$ cat config.mk
export PLATFORM = sky130hd
export DESIGN_NAME = wshb_arbiter
export DESIGN_NICKNAME = d
export VERILOG_FILES = /design/src/rtl/wshb_arb_pkg.sv /design/src/rtl/wshb_arb_outst.sv /design/src/rtl/wshb_arbiter.sv
export SDC_FILE = /design/constraint.sdc
export NUM_CORES = 1
export LEC_CHECK = 0
export CAP_MARGIN = 40
export CELL_PAD_IN_SITES_DETAIL_PLACEMENT = 2
export CELL_PAD_IN_SITES_GLOBAL_PLACEMENT = 2
export CORE_UTILIZATION = 10
export DETAILED_ROUTE_END_ITERATION = 16
export GPL_TIMING_DRIVEN = 1
export MAX_ROUTING_LAYER = met4
export PLACE_DENSITY_LB_ADDON = 0.2
export SLEW_MARGIN = 20
export SYNTH_ARGS = -nofsm -noshare
export SYNTH_HDL_FRONTEND = slang
export SYNTH_SLANG_ARGS = --single-unit
$ cat constraint.sdc
create_clock -name clk -period 2.3 [get_ports clk]
set_clock_uncertainty 0.2 [all_clocks]
set_input_delay 0.46 -clock clk [delete_from_list [all_inputs] [get_ports clk]]
set_output_delay 0.46 -clock clk [all_outputs]
set_load 0.01 [all_outputs]
$ cat src/rtl/wshb_arb_pkg.sv
// Shared definitions for the two-requester Wishbone arbiter:
// FSM state encodings, requester indices and a small helper.
package wshb_arb_pkg;

    // FSM state encodings (IDLE, OWN, DRAIN)
    typedef logic [1:0] arb_state_t;
    localparam arb_state_t ST_IDLE  = 2'd0;
    localparam arb_state_t ST_OWN   = 2'd1;
    localparam arb_state_t ST_DRAIN = 2'd2;

    // Requester indices: test-pattern generator and VGA frame reader
    localparam logic REQ_MIRE = 1'b0;
    localparam logic REQ_VGA  = 1'b1;

    // With two requesters, "the other one" is simply the inverted index
    function automatic logic other_req(input logic idx);
        return ~idx;
    endfunction

endpackage

$ cat src/rtl/wshb_arb_outst.sv
// Outstanding-request counter and per-grant burst counter for the
// Wishbone arbiter. The outstanding count tracks accepted-but-unanswered
// strobes; the burst count tracks strobes accepted under the current grant
// and wraps to zero after MAX_BURST accepts.
module wshb_arb_outst
    import wshb_arb_pkg::*;
#(
    parameter int MAX_BURST = 64,
    parameter int MAX_OUTST = 8
) (
    input  logic                             clk,
    input  logic                             rst,
    input  logic                             i_clr_burst,
    input  logic                             i_accept,
    input  logic                             i_resp,
    output logic [$clog2(MAX_OUTST+1)-1:0]   o_outst,
    output logic [$clog2(MAX_OUTST+1)-1:0]   o_outst_next,
    output logic                             o_outst_full,
    output logic                             o_burst_last
);

    localparam int OW = $clog2(MAX_OUTST + 1);
    localparam int BW = $clog2(MAX_BURST + 1);

    logic [OW-1:0] r_outst;
    logic [BW-1:0] r_burst;
    logic [OW-1:0] w_outst_next;

    // Next outstanding count: an accept and a response in the same cycle cancel;
    // a response with nothing outstanding is ignored rather than underflowing.
    always_comb begin
        w_outst_next = r_outst;
        if (i_accept && !i_resp) begin
            w_outst_next = r_outst + OW'(1);
        end else if (!i_accept && i_resp && (r_outst != '0)) begin
            w_outst_next = r_outst - OW'(1);
        end
    end

    // Outstanding counter register
    always_ff @(posedge clk) begin
        if (rst) begin
            r_outst <= '0;
        end else begin
            r_outst <= w_outst_next;
        end
    end

    // Burst counter: cleared while not owning, wraps after the last allowed accept
    always_ff @(posedge clk) begin
        if (rst || i_clr_burst) begin
            r_burst <= '0;
        end else if (i_accept) begin
            if (o_burst_last) begin
                r_burst <= '0;
            end else begin
                r_burst <= r_burst + BW'(1);
            end
        end
    end

    assign o_outst      = r_outst;
    assign o_outst_next = w_outst_next;
    assign o_outst_full = (r_outst == OW'(MAX_OUTST));
    assign o_burst_last = (r_burst == BW'(MAX_BURST - 1));

endmodule

$ cat src/rtl/wshb_arbiter.sv
// Two-requester pipelined Wishbone arbiter sharing one SDRAM-side master
// port between the pattern generator (requester 0) and the VGA reader
// (requester 1). Ownership changes only once the bus has drained.
// Optional build macro WSHB_ARBITER_VGA_PRIO_EN: fixed VGA priority, VGA
// pre-empts a mire burst immediately; otherwise round-robin with both
// requesters capped at MAX_BURST accepts per grant.
module wshb_arbiter
    import wshb_arb_pkg::*;
#(
    parameter int MAX_BURST = 64,
    parameter int MAX_OUTST = 8
) (
    input  logic             clk,
    input  logic             rst,
    input  logic [1:0]       m_cyc,
    input  logic [1:0]       m_stb,
    input  logic [1:0]       m_we,
    input  logic [1:0][31:0] m_adr,
    input  logic [1:0][31:0] m_dat_w,
    input  logic [1:0][3:0]  m_sel,
    output logic [31:0]      m_dat_r,
    output logic [1:0]       m_ack,
    output logic [1:0]       m_err,
    output logic [1:0]       m_stall,
    output logic             s_cyc,
    output logic             s_stb,
    output logic             s_we,
    output logic [31:0]      s_adr,
    output logic [31:0]      s_dat_w,
    output logic [3:0]       s_sel,
    input  logic [31:0]      s_dat_r,
    input  logic             s_ack,
    input  logic             s_err,
    input  logic             s_stall,
    output logic             owner,
    output logic             busy
);

    localparam int OW = $clog2(MAX_OUTST + 1);

`ifdef WSHB_ARBITER_VGA_PRIO_EN
    localparam logic VGA_PRIO = 1'b1;
`else
    localparam logic VGA_PRIO = 1'b0;
`endif

    // Handshake: a strobe is accepted in any cycle where s_stb=1 and s_stall=0;
    // each accepted strobe is answered by exactly one s_ack or s_err cycle.

    arb_state_t r_state;
    arb_state_t w_state_next;
    logic       r_owner;
    logic       r_last_owner;

    logic          w_own;
    logic          w_drain;
    logic          w_active;
    logic          w_other;
    logic          w_grant;
    logic          w_accept;
    logic          w_resp;
    logic          w_cap_en;
    logic          w_burst_hit;
    logic          w_preempt;
    logic [OW-1:0] w_outst;
    logic [OW-1:0] w_outst_next;
    logic          w_outst_full;
    logic          w_burst_last;

    assign w_own    = (r_state == ST_OWN);
    assign w_drain  = (r_state == ST_DRAIN);
    assign w_active = w_own || w_drain;
    assign w_other  = other_req(r_owner);

    // Responses only count while someone owns the bus; stray ones after reset are dropped
    assign w_accept = s_stb && !s_stall;
    assign w_resp   = w_active && (s_ack || s_err);

    // Under VGA priority only the mire is capped; otherwise both are
    assign w_cap_en    = VGA_PRIO ? (r_owner == REQ_MIRE) : 1'b1;
    assign w_burst_hit = w_accept && w_burst_last && w_cap_en && m_cyc[w_other];
    assign w_preempt   = VGA_PRIO && (r_owner == REQ_MIRE) && m_cyc[REQ_VGA];

    // Tie-break: VGA under priority, else whoever did not own last time
    always_comb begin
        w_grant = REQ_MIRE;
        if (m_cyc == 2'b11) begin
            w_grant = VGA_PRIO ? REQ_VGA : other_req(r_last_owner);
        end else if (m_cyc[REQ_VGA]) begin
            w_grant = REQ_VGA;
        end
    end

    wshb_arb_outst #(
        .MAX_BURST (MAX_BURST),
        .MAX_OUTST (MAX_OUTST)
    ) u_outst (
        .clk          (clk),
        .rst          (rst),
        .i_clr_burst  (!w_own),
        .i_accept     (w_accept),
        .i_resp       (w_resp),
        .o_outst      (w_outst),
        .o_outst_next (w_outst_next),
        .o_outst_full (w_outst_full),
        .o_burst_last (w_burst_last)
    );

    // Next-state logic: grant in IDLE, release on drop/cap/pre-empt, drain to zero
    always_comb begin
        w_state_next = r_state;
        case (r_state)
            ST_IDLE: begin
                if (m_cyc != 2'b00) begin
                    w_state_next = ST_OWN;
                end
            end
            ST_OWN: begin
                if (!m_cyc[r_owner] || w_preempt || w_burst_hit) begin
                    w_state_next = ST_DRAIN;
                end
            end
            ST_DRAIN: begin
                if (w_outst_next == '0) begin
                    w_state_next = ST_IDLE;
                end
            end
            default: begin
                w_state_next = ST_IDLE;
            end
        endcase
    end

    // State, owner and round-robin history registers
    always_ff @(posedge clk) begin
        if (rst) begin
            r_state      <= ST_IDLE;
            r_owner      <= REQ_MIRE;
            r_last_owner <= REQ_VGA;
        end else begin
            r_state <= w_state_next;
            if ((r_state == ST_IDLE) && (m_cyc != 2'b00)) begin
                r_owner      <= w_grant;
                r_last_owner <= w_grant;
            end
        end
    end

    // Combinational routing between the owner and the slave port
    always_comb begin
        s_cyc   = 1'b0;
        s_stb   = 1'b0;
        s_we    = 1'b0;
        s_adr   = '0;
        s_dat_w = '0;
        s_sel   = '0;
        m_stall = 2'b11;
        m_ack   = 2'b00;
        m_err   = 2'b00;
        if (w_own) begin
            s_cyc            = m_cyc[r_owner];
            s_stb            = m_cyc[r_owner] && m_stb[r_owner] && !w_outst_full;
            s_we             = m_we[r_owner];
            s_adr            = m_adr[r_owner];
            s_dat_w          = m_dat_w[r_owner];
            s_sel            = m_sel[r_owner];
            m_stall[r_owner] = s_stall || w_outst_full;
        end else if (w_drain) begin
            s_cyc = (w_outst != '0);
        end
        if (w_active) begin
            m_ack[r_owner] = s_ack;
            m_err[r_owner] = s_err;
        end
    end

    assign m_dat_r = s_dat_r;
    assign owner   = r_owner;
    assign busy    = (r_state != ST_IDLE);

endmodule

==> key figures, run 1 <==
Clocking
  • Worst skew pair latency: about 0.25 ns
  • Num Clock Sinks: 15
  • Max clock buf depth: 2
  • Clock Tree Root: clkbuf_16
  • Clock tree from TritonCTS: yes
  • Number of buffers created by CTS: 3
  • Clock slew at reported path FFs: 0.05 ns
  • CTS H-tree lvls: 1
  • Hold_buf cts: 0

Global route
  • GRT Util Overall: 0.123
  • Gr ovfl total: 0
  • First-pass GRT wire length: 21900 um
  • Vias in the first global route: roughly 3600
  • Initial antenna violation count: 0
  • Pin count of the biggest net entering global routing: 34

Final layout
  • Ant diodes: 0
  • Register area: 312 um2
  • Cell Count, Final, Fillers Out: 882
  • FILL cells: 2606
  • Layout cells sized above 1: 0.239
  • Fin nets: 756
  • Multi-input gate area: around 1900 um2
  • Area growth, synth to finish: 137%

Placed design
  • Final Wtd Congestion: 0.738
  • DP HPWL: ~12000 um
  • Placed cell count: 849
  • Post-place setup slack: -0.483 ns
  • Port Buf Inserts: 225

Floorplanning
  • Area of the die: 24200 um2
  • Core ar.: 22900 um2
  • IO Pins: 290
  • Die height: 156 um
  • FP Rows: 55
  • Die width: 156 um
  • Starting Density: 0.103

Setup path
  • CP max stage cell: a2111o_1
  • Crit path kind: register to register
  • Crit path capture type: register
  • CP dominant cell by count: buf_6
  • Crit-path cells: buf_6, nand3b_1, buf_6, a2111o_1, o211ai_1, a211oi_2, buf_4, a211o_1, nand3_2
  • Startpoint Class: register
  • WP data required: 2.29 ns
  • Slowest stage delay, CP: 0.43 ns
  • Crit-path max FO: 5
  • WP data arrival: 2.26 ns

Power and ir drop
  • PwrDens: 756 nW/um2
  • Leakage: 2.33 nW
  • Peak supply drop: 247 uV

Routing
  • DR WL/cell: 17.7 um
  • Vias per cell: 3.72
  • DRT antenna net count: 0
  • Drt drc: 0
  • Final WL: 15600 um
  • DRT iter0 DRCs: 71
  • DR vias: around 3300
  • DRT Pass-1 Iters: 4

Synth
  • Area contributors post-synth: mux2i_1 (31%), dfxtp_1 (13%), nor2_1 (13%)
  • Cells after Synth: around 320
  • Area leader, netlist: mux2i_1
  • Yosys reg bits: 15
  • Avg Cell Area, Syn: roughly 7.3 um2
  • Dominant synthesized flop cell: dfxtp_1
  • Asr flop ratio synth: 0
  • Number of synthesized flops with an enable pin: 0
  • Yosys Warn Count: 0
  • Post-synth top area share: 0.305
  • Post-synth cell types: 43
  • Syn Nets: 509
  • Sequential area share after synthesis: 0.127
  • Mapped Area: 2360 um2
  • Top-count cell post-synth: nor2_1
  • Commonest cells in the synthesized netlist: nor2_1 (80), mux2i_1 (72), buf_4 (32)

Timing
  • Final Max Slew Viols: 0
  • Worst Slack Setup Final: 0.0276 ns
  • Final hold violations: 0
  • Final setup vio count: 0
  • Hold_ws: 0.305 ns
  • Slew of the pin with the lowest slew margin: ~0.52 ns
  • Relative slew slack: 0.653
  • Fmax: 0.440 GHz
  • Final setup TNS: 0 ns
  • RSZ-0062 raised after global routing: true
  • Fin crit period: 2.27 ns
  • Period utilization: 0.988

Flow run
  • Max Cap Viol: 0

Outcome
  • Status: complete, no violations

Hold path
  • Hold WC Path Type: register to register
[path summary, 6_finish.rpt]
path	to	cells after the start	slack (ns)	from
max	r_state[1]	9	0.03	owner
min	u_outst.r_burst[6]	1	0.30	u_outst.r_burst[6]
max reg2reg	r_state[1]	9	0.03	owner
min reg2reg	u_outst.r_burst[6]	1	0.30	u_outst.r_burst[6]
[cell type report]
class,instances,share of cell area
clock buffer,3,0.0134
multi-input combinational,246,0.337
inverter,10,0.00804
tap,313,0.0699
timing repair buffer,294,0.516
sequential,15,0.0556
clock inverter,1,0.000894
[metal layers]
metal,GRT usage,part of all wire
met1,0.126,0.37
met5,-,0
met4,0.0131,0.0090
met2,0.247,0.57
met3,0.0217,0.058
[flip-flops by register name, summed over array words and instances, names as in the netlist]
| name | cells |
|---|---|
| u_outst.r_burst | 7 |
| r_state | 2 |
| u_outst.o_outst | 4 |
| r_last_owner | 1 |
| owner | 1 |
[logic make-up (layout without fill, tap and decap cells)]
family,count (synthesis),after routing,share of synthesized area
flip-flops,15,15,0.127
adder cells (fa/ha/maj),7,7,0.0371
multiplexers,74,74,0.315
XOR/XNOR,7,7,0.0260
AND/OR/NAND/NOR,129,129,0.249
buffers and inverters,62,308,0.156
AO/OA/AOI/OAI,29,29,0.0906
[cells in the final DEF (no fill, tap or decap), types with 5 or more instances in the layout]
cell,n
clkdlybuf4s50_1,142
nor2_1,79
mux2i_1,64
dlygate4sd2_1,51
buf_4,46
nand2_1,14
clkdlybuf4s15_1,13
buf_6,11
dfxtp_1,10
clkbuf_2,9
buf_2,7
inv_1,6
mux2i_2,6
and3_1,5
nor2b_1,5
clkbuf_16,5
buf_16,5
[through the flow]
step / utilization / instance area, um2 / power [mW]
after global routing: 0.244 / 5600 / 4.55
after floorplan: - / 2360 / 1.75
after detailed placement: 0.219 / 5020 / 3.42
final: 0.244 / 5600 / 4.23
after CTS: 0.234 / 5360 / 3.98
after global placement: 0.219 / 5020 / 3.36
[report_power, final]
part	total (mW)	internal, mW	switching (mW)
Combinational	3.51	1.84	1.68
Clock	0.355	0.233	0.122
Sequential	0.368	0.319	0.0483
Total	4.23	2.39	1.85
[worst max-delay path: cells and delay by family, from the launching register on]
| family | cells | cell delay [ns] |
|---|---|---|
| simple gates | 2 | 0.26 |
| flops | 1 | 0.36 |
| buf+inv | 3 | 0.44 |
| compound gates | 4 | 0.95 |
[what timing repair did]
item	CTS	global route
setup buffers	12	10
resized for setup	143	71
pin swaps	11	10
setup endpoints to repair	90	25
gates cloned	4	3
Note: power is estimated with default switching activity, not from simulation.
==> run 2, diff against run 1 <==
==> constraint.sdc (replaced) <==
create_clock -name clk -period 1.85 [get_ports clk]
set_clock_uncertainty 0.2 [all_clocks]
set_input_delay 0.37 -clock clk [delete_from_list [all_inputs] [get_ports clk]]
set_output_delay 0.37 -clock clk [all_outputs]
set_load 0.01 [all_outputs]
==> run 2 against run 1 <==
  * The run now ends with negative setup slack left
  * Final cell count rose by 6.7%
  * Critical path depth did not move
  * Sequential power rose by 25%
  * First-iteration DRC count rose by 20%
  * Worst hold slack improved by 0.0045 ns
  * Via count rose by 8.6%
  * Clock-buffer cell count rose by 1
==> key figures, run 2 (synthesized netlist as in run 1, its figures left out) <==
Placed design
  • Placed cell count: 863
  • Port Buf Inserts: 225
  • Final Wtd Congestion: 0.761
  • DP HPWL: 12000 um

Clocking
  • Num Clock Sinks: 15
  • CTS H-tree lvls: 1
  • Hold_buf cts: 0
  • Clock slew at reported path FFs: 0.05 ns
  • Worst skew pair latency: 0.25 ns
  • Clock tree from TritonCTS: yes
  • Number of buffers created by CTS: 3
  • Max clock buf depth: 2
  • Clock Tree Root: clkbuf_16

Floorplanning
  • IO Pins: 290
  • FP Rows: 55
  • Starting Density: 0.103
  • Die height: between 150 and 200 um
  • Core ar.: 22900 um2
  • Die width: 156 um
  • Area of the die: 24200 um2

Setup path
  • Top delay family on crit path: compound AO/OA/AOI/OAI gates
  • Slowest stage delay, CP: approximately 0.35 ns
  • Startpoint Class: register
  • Crit path kind: register to register
  • Crit path capture type: register
  • Worst Path Buf+Inv: 2
  • R2r startpoint: u_outst.o_outst[1]
  • Crit-path cells: inv_2, ha_4, and3b_2, buf_6, a211o_4, mux2i_2, xnor2_2, a211o_1, nand3_2
  • Crit-path max FO: 5
  • WP data required: 1.84 ns
  • R2r setup slk: -0.42 ns
  • WP data arrival: between 2 and 2.5 ns
  • R2r endpoint: r_state[1]
  • CP max stage cell: dfxtp_4
  • FF-to-FF path depth: 9

Hold path
  • Hold Path Stages: 1
  • WHS Endpoint: r_last_owner
  • Hold WC Path Type: register to register
  • Worst Hold Launch: r_last_owner

Timing
  • Period utilization: 1.23
  • Worst Slack Setup Final: -0.422 ns
  • Final setup vio count: 90
  • Hold_ws: 0.309 ns
  • Relative slew slack: 0.758
  • Final Max Slew Viols: 0
  • Fmax: 0.440 GHz
  • Fin crit period: 2.27 ns
  • Slew of the pin with the lowest slew margin: 0.360 ns
  • RSZ-0062 raised after global routing: true
  • Final hold violations: 0

Final layout
  • Cell Count, Final, Fillers Out: 941
  • Max FFs per register: 7
  • Layout cells sized above 1: 0.600
  • Commonest non-fill, non-tap cell in the layout: clkdlybuf4s50_1
  • Ant diodes: 0
  • Area growth, synth to finish: 215%
  • Most frequent cells in the layout: clkdlybuf4s50_1 (142), buf_6 (104), nor2_4 (51)
  • Biggest register: u_outst.r_burst
  • Fin nets: 815

Routing
  • Vias per cell: 3.79
  • DR vias: 3568
  • DRT antenna net count: 0
  • DRT iter0 DRCs: 85
  • Final WL: about 17000 um
  • DR WL/cell: between 15 and 20 um
  • DRT Pass-1 Iters: 4
  • Drt drc: 0

Global route
  • First-pass GRT wire length: 24300 um
  • GRT Util Overall: 0.135
  • Vias in the first global route: 4071
  • Initial antenna violation count: 0
  • Gr ovfl total: 0
  • Pin count of the biggest net entering global routing: 13

Power and ir drop
  • Peak supply drop: ~290 uV
  • Leakage: 2.81 nW
  • PwrDens: 1060 nW/um2
  • Pwr Total: 7.86 mW

Outcome
  • Failing checks: negative setup slack
  • Status: finished with violations

Flow run
  • Max Cap Viol: 0
[run 2: changes by cell type in the layout (fill, tap and decap cells not counted), moves of 15 or more]
cell / change
buf_2: +15
buf_6: +93
dlygate4sd2_1: -47
mux2i_1: -51
mux2i_4: +37
nor2_1: -63
nor2_4: +51
[run 2: timing repair]
item,CTS,global route
endpoints found under the setup margin,92,92
gates cloned,9,2
setup buffers,63,22
gates resized for setup,496,209
pin swaps,40,59
[run 2: through the flow]
stage | cell area [um2] | setup slack (ns) | util | TNS (ns)
2_1_floorplan | 2640 | -0.267 | - | -1.80
3_3_place_gp | 5320 | -0.781 | 0.232 | -36.04
3_5_place_dp | 5320 | -0.834 | 0.232 | -37.97
4_1_cts | 6520 | -0.481 | 0.284 | -23.25
5_1_grt | 7430 | -0.508 | 0.324 | -28.11
6_report | 7430 | -0.422 | 0.324 | -22.61
[run 2: metal layers]
layer	part of all wire	up-vias	GRT usage
met3	0.051	10	0.0200
met5	0	-	-
met4	0.0045	0	0.0182
met1	0.38	1747	0.143
met2	0.57	117	0.268
li1	-	1694	-
[run 2: layout make-up]
class                   instances  area (um2)
flip-flops and latches         15         314
well taps                     313         392
inverters                      10        52.6
clock buffers                   4        78.8
fillers                      2470       15500
repair buffers                353        3750
multi-input cells             246        2840
[run 2: worst register-to-register path, stage by stage, from the launching register on]
cell	delay, ns
dfxtp_4	0.35
inv_2	0.04
ha_4	0.15
and3b_2	0.24
buf_6	0.13
a211o_4	0.30
mux2i_2	0.27
xnor2_2	0.15
a211o_1	0.33
nand3_2	0.06
[run 2: where the power goes]
| group | total, mW | internal (mW) | switching (mW) |
|---|---|---|---|
| Combinational | 6.97 | 3.97 | 3.00 |
| Clock | 0.433 | 0.292 | 0.140 |
| Sequential | 0.459 | 0.399 | 0.0596 |
| Total | 7.86 | 4.66 | 3.20 |
[run 2: worst max path at each step]
stage	start	depth (start not counted)	to
2_1_floorplan	u_outst.o_outst[0]	9	r_state[0]
6_report	u_outst.o_outst[1]	9	r_state[1]
3_3_place_gp	m_stb[0]	8	r_state[0]
4_1_cts	u_outst.o_outst[1]	9	r_state[1]
5_1_grt	u_outst.o_outst[1]	10	r_state[1]
3_5_place_dp	m_stb[0]	8	r_state[0]
==> run 3, diff against run 2 <==
--- a/config.mk
+++ b/config.mk
@@ -8,9 +8,9 @@
 export CAP_MARGIN = 40
 export CELL_PAD_IN_SITES_DETAIL_PLACEMENT = 2
 export CELL_PAD_IN_SITES_GLOBAL_PLACEMENT = 2
+export CORE_MARGIN = 2
 export CORE_UTILIZATION = 10
 export DETAILED_ROUTE_END_ITERATION = 16
-export GPL_TIMING_DRIVEN = 1
 export MAX_ROUTING_LAYER = met4
 export PLACE_DENSITY_LB_ADDON = 0.2
 export SLEW_MARGIN = 20
==> run 3 against run 2 <==
  * The run still ends with negative setup slack left
  * Clock-buffer cell count did not move
  * Flip-flop and latch count did not move
  * Non-clock buffer count rose by 10
  * Fmax fell by 2.6%
  * Sequential share of layout area fell by 0.14 points
  * Largest power group unchanged
==> key figures, run 3 (synthesized netlist as in run 1, its figures left out) <==
Outcome
  • Status: finished with violations
  • Failing checks: negative setup slack

Timing
  • Slew of the pin with the lowest slew margin: 0.414 ns
  • Period utilization: 1.26
  • Worst Slack Setup Final: -0.482 ns
  • Final setup TNS: -24.96 ns
  • Final setup vio count: 90
  • Fmax: 0.429 GHz
  • Final Max Slew Viols: 0
  • RSZ-0062 raised after global routing: true
  • Fin crit period: approximately 2.3 ns
  • Final hold violations: 0
  • Relative slew slack: 0.724

Final layout
  • Most frequent cells in the layout: clkdlybuf4s50_1 (143), buf_6 (107), nor2_4 (50)
  • Ant diodes: 0
  • Max FFs per register: 7
  • Final non-filler cell area: 7680 um2
  • FILL cells: 2509
  • Biggest register: u_outst.r_burst
  • Layout cells sized above 1: 0.597
  • Fin util: 0.329
  • Commonest non-fill, non-tap cell in the layout: clkdlybuf4s50_1
  • Fin nets: approximately 830
  • Area growth, synth to finish: 225%

Global route
  • Gr ovfl total: 0
  • Vias in the first global route: 4085
  • Initial antenna violation count: 0
  • First-pass GRT wire length: about 25000 um
  • GRT Util Overall: 0.135
  • Pin count of the biggest net entering global routing: 14

Clocking
  • Max clock buf depth: 2
  • CTS H-tree lvls: 1
  • Clock Tree Root: clkbuf_16
  • Worst skew pair latency: ~0.25 ns
  • Clock tree from TritonCTS: yes
  • Clock slew at reported path FFs: 0.05 ns
  • Num Clock Sinks: 15
  • Hold_buf cts: 0
  • Number of buffers created by CTS: 3

Hold path
  • Hold WC Path Type: register to register
  • Hold Path Stages: 1
  • WHS Endpoint: r_last_owner
  • Worst Hold Launch: r_last_owner

Routing
  • Vias per cell: 3.80
  • DR vias: 3635
  • DR WL/cell: 19.0 um
  • DRT antenna net count: 0
  • Met2 wire len: 10200 um
  • DRT Pass-1 Iters: 4
  • Final WL: 18200 um
  • DR top layer: met4
  • DRT iter0 DRCs: 77
  • Drt drc: 0
  • DR WL met3: 1190 um
  • Met1 WL: 6560 um

Placed design
  • Final Wtd Congestion: 0.797
  • DP HPWL: 12100 um
  • Post-place setup slack: -0.919 ns
  • Port Buf Inserts: 225
  • Cell area after placement: 5310 um2

Setup path
  • R2r endpoint: r_state[0]
  • R2r startpoint: u_outst.o_outst[1]
  • WP data required: between 1.5 and 2 ns
  • Crit-path max FO: 5
  • R2r setup slk: -0.48 ns
  • Startpoint Class: register
  • WP data arrival: ~2.3 ns
  • Crit path capture type: register
  • FF-to-FF path depth: 11
  • Crit path kind: register to register

Flow run
  • Max Cap Viol: 0

Power and ir drop
  • Peak supply drop: 576 uV
  • PwrDens: 1090 nW/um2
  • Leakage: 2.95 nW

Floorplanning
  • Die height: 158 um
  • Area of the die: approximately 25000 um2
  • Starting Density: 0.101
  • FP Rows: 56
  • IO Pins: 290
  • Die width: 158 um
  • Core ar.: 23300 um2
## run 3: how the worst max path moves through the flow
stage               cells past startpoint          to               start  slack [ns]
floorplan                               9  r_state[0]  u_outst.o_outst[0]       -0.27
global placement                        8  r_state[1]            m_cyc[1]       -0.80
detailed placement                      8  r_state[0]            m_cyc[1]       -0.92
CTS                                    11  r_state[0]  u_outst.o_outst[1]       -0.45
global route                           10  r_state[0]  u_outst.o_outst[1]       -0.58
finish                                 11  r_state[0]  u_outst.o_outst[1]       -0.48
## run 3: final cells by class
cell class | instances | area (um2) | share of cell area
clock buffer | 4 | 78.8 | 0.0103
inverter | 10 | 55.1 | 0.00717
multi-input combinational | 246 | 2860 | 0.372
sequential | 15 | 314 | 0.0409
tap | 319 | 399 | 0.0520
timing repair buffer | 363 | 3970 | 0.517
## run 3: power by group
group	total [mW]	internal [mW]	switching [mW]
clock network	0.440	0.293	0.147
logic	7.50	4.34	3.16
registers	0.459	0.399	0.0598
## run 3: layer usage
metal	GRT usage	vias up
li1	-	1711
met1	0.141	1782
met2	0.265	121
met3	0.0238	21
met4	0.0229	0
met5	-	-
## run 3: metrics by stage
stage	instances	hold WS [ns]	total power [mW]
global placement	867	0.290	4.63
detailed placement	867	0.292	4.74
floorplan	323	0.266	2.63
CTS	944	0.303	7.57
global route	957	0.332	8.92
finish	957	0.309	8.40
## run 3: timing repair
| item | CTS | global route |
|---|---|---|
| pin swaps | 47 | 48 |
| endpoints found under the setup margin | 92 | 92 |
| buffers inserted | 63 | 33 |
| resized for setup | 545 | 179 |
| gates cloned | 13 | 1 |
## run 3: critical path: stages (launching register included)
cell and delay, ns:
dfxtp_4 0.35, inv_4 0.03, ha_4 0.16, and3b_2 0.28
buf_6 0.14, a211o_4 0.29, buf_6 0.13, a21oi_4 0.14
a211oi_2 0.05, buf_4 0.16, a211o_1 0.26, nand3_2 0.06
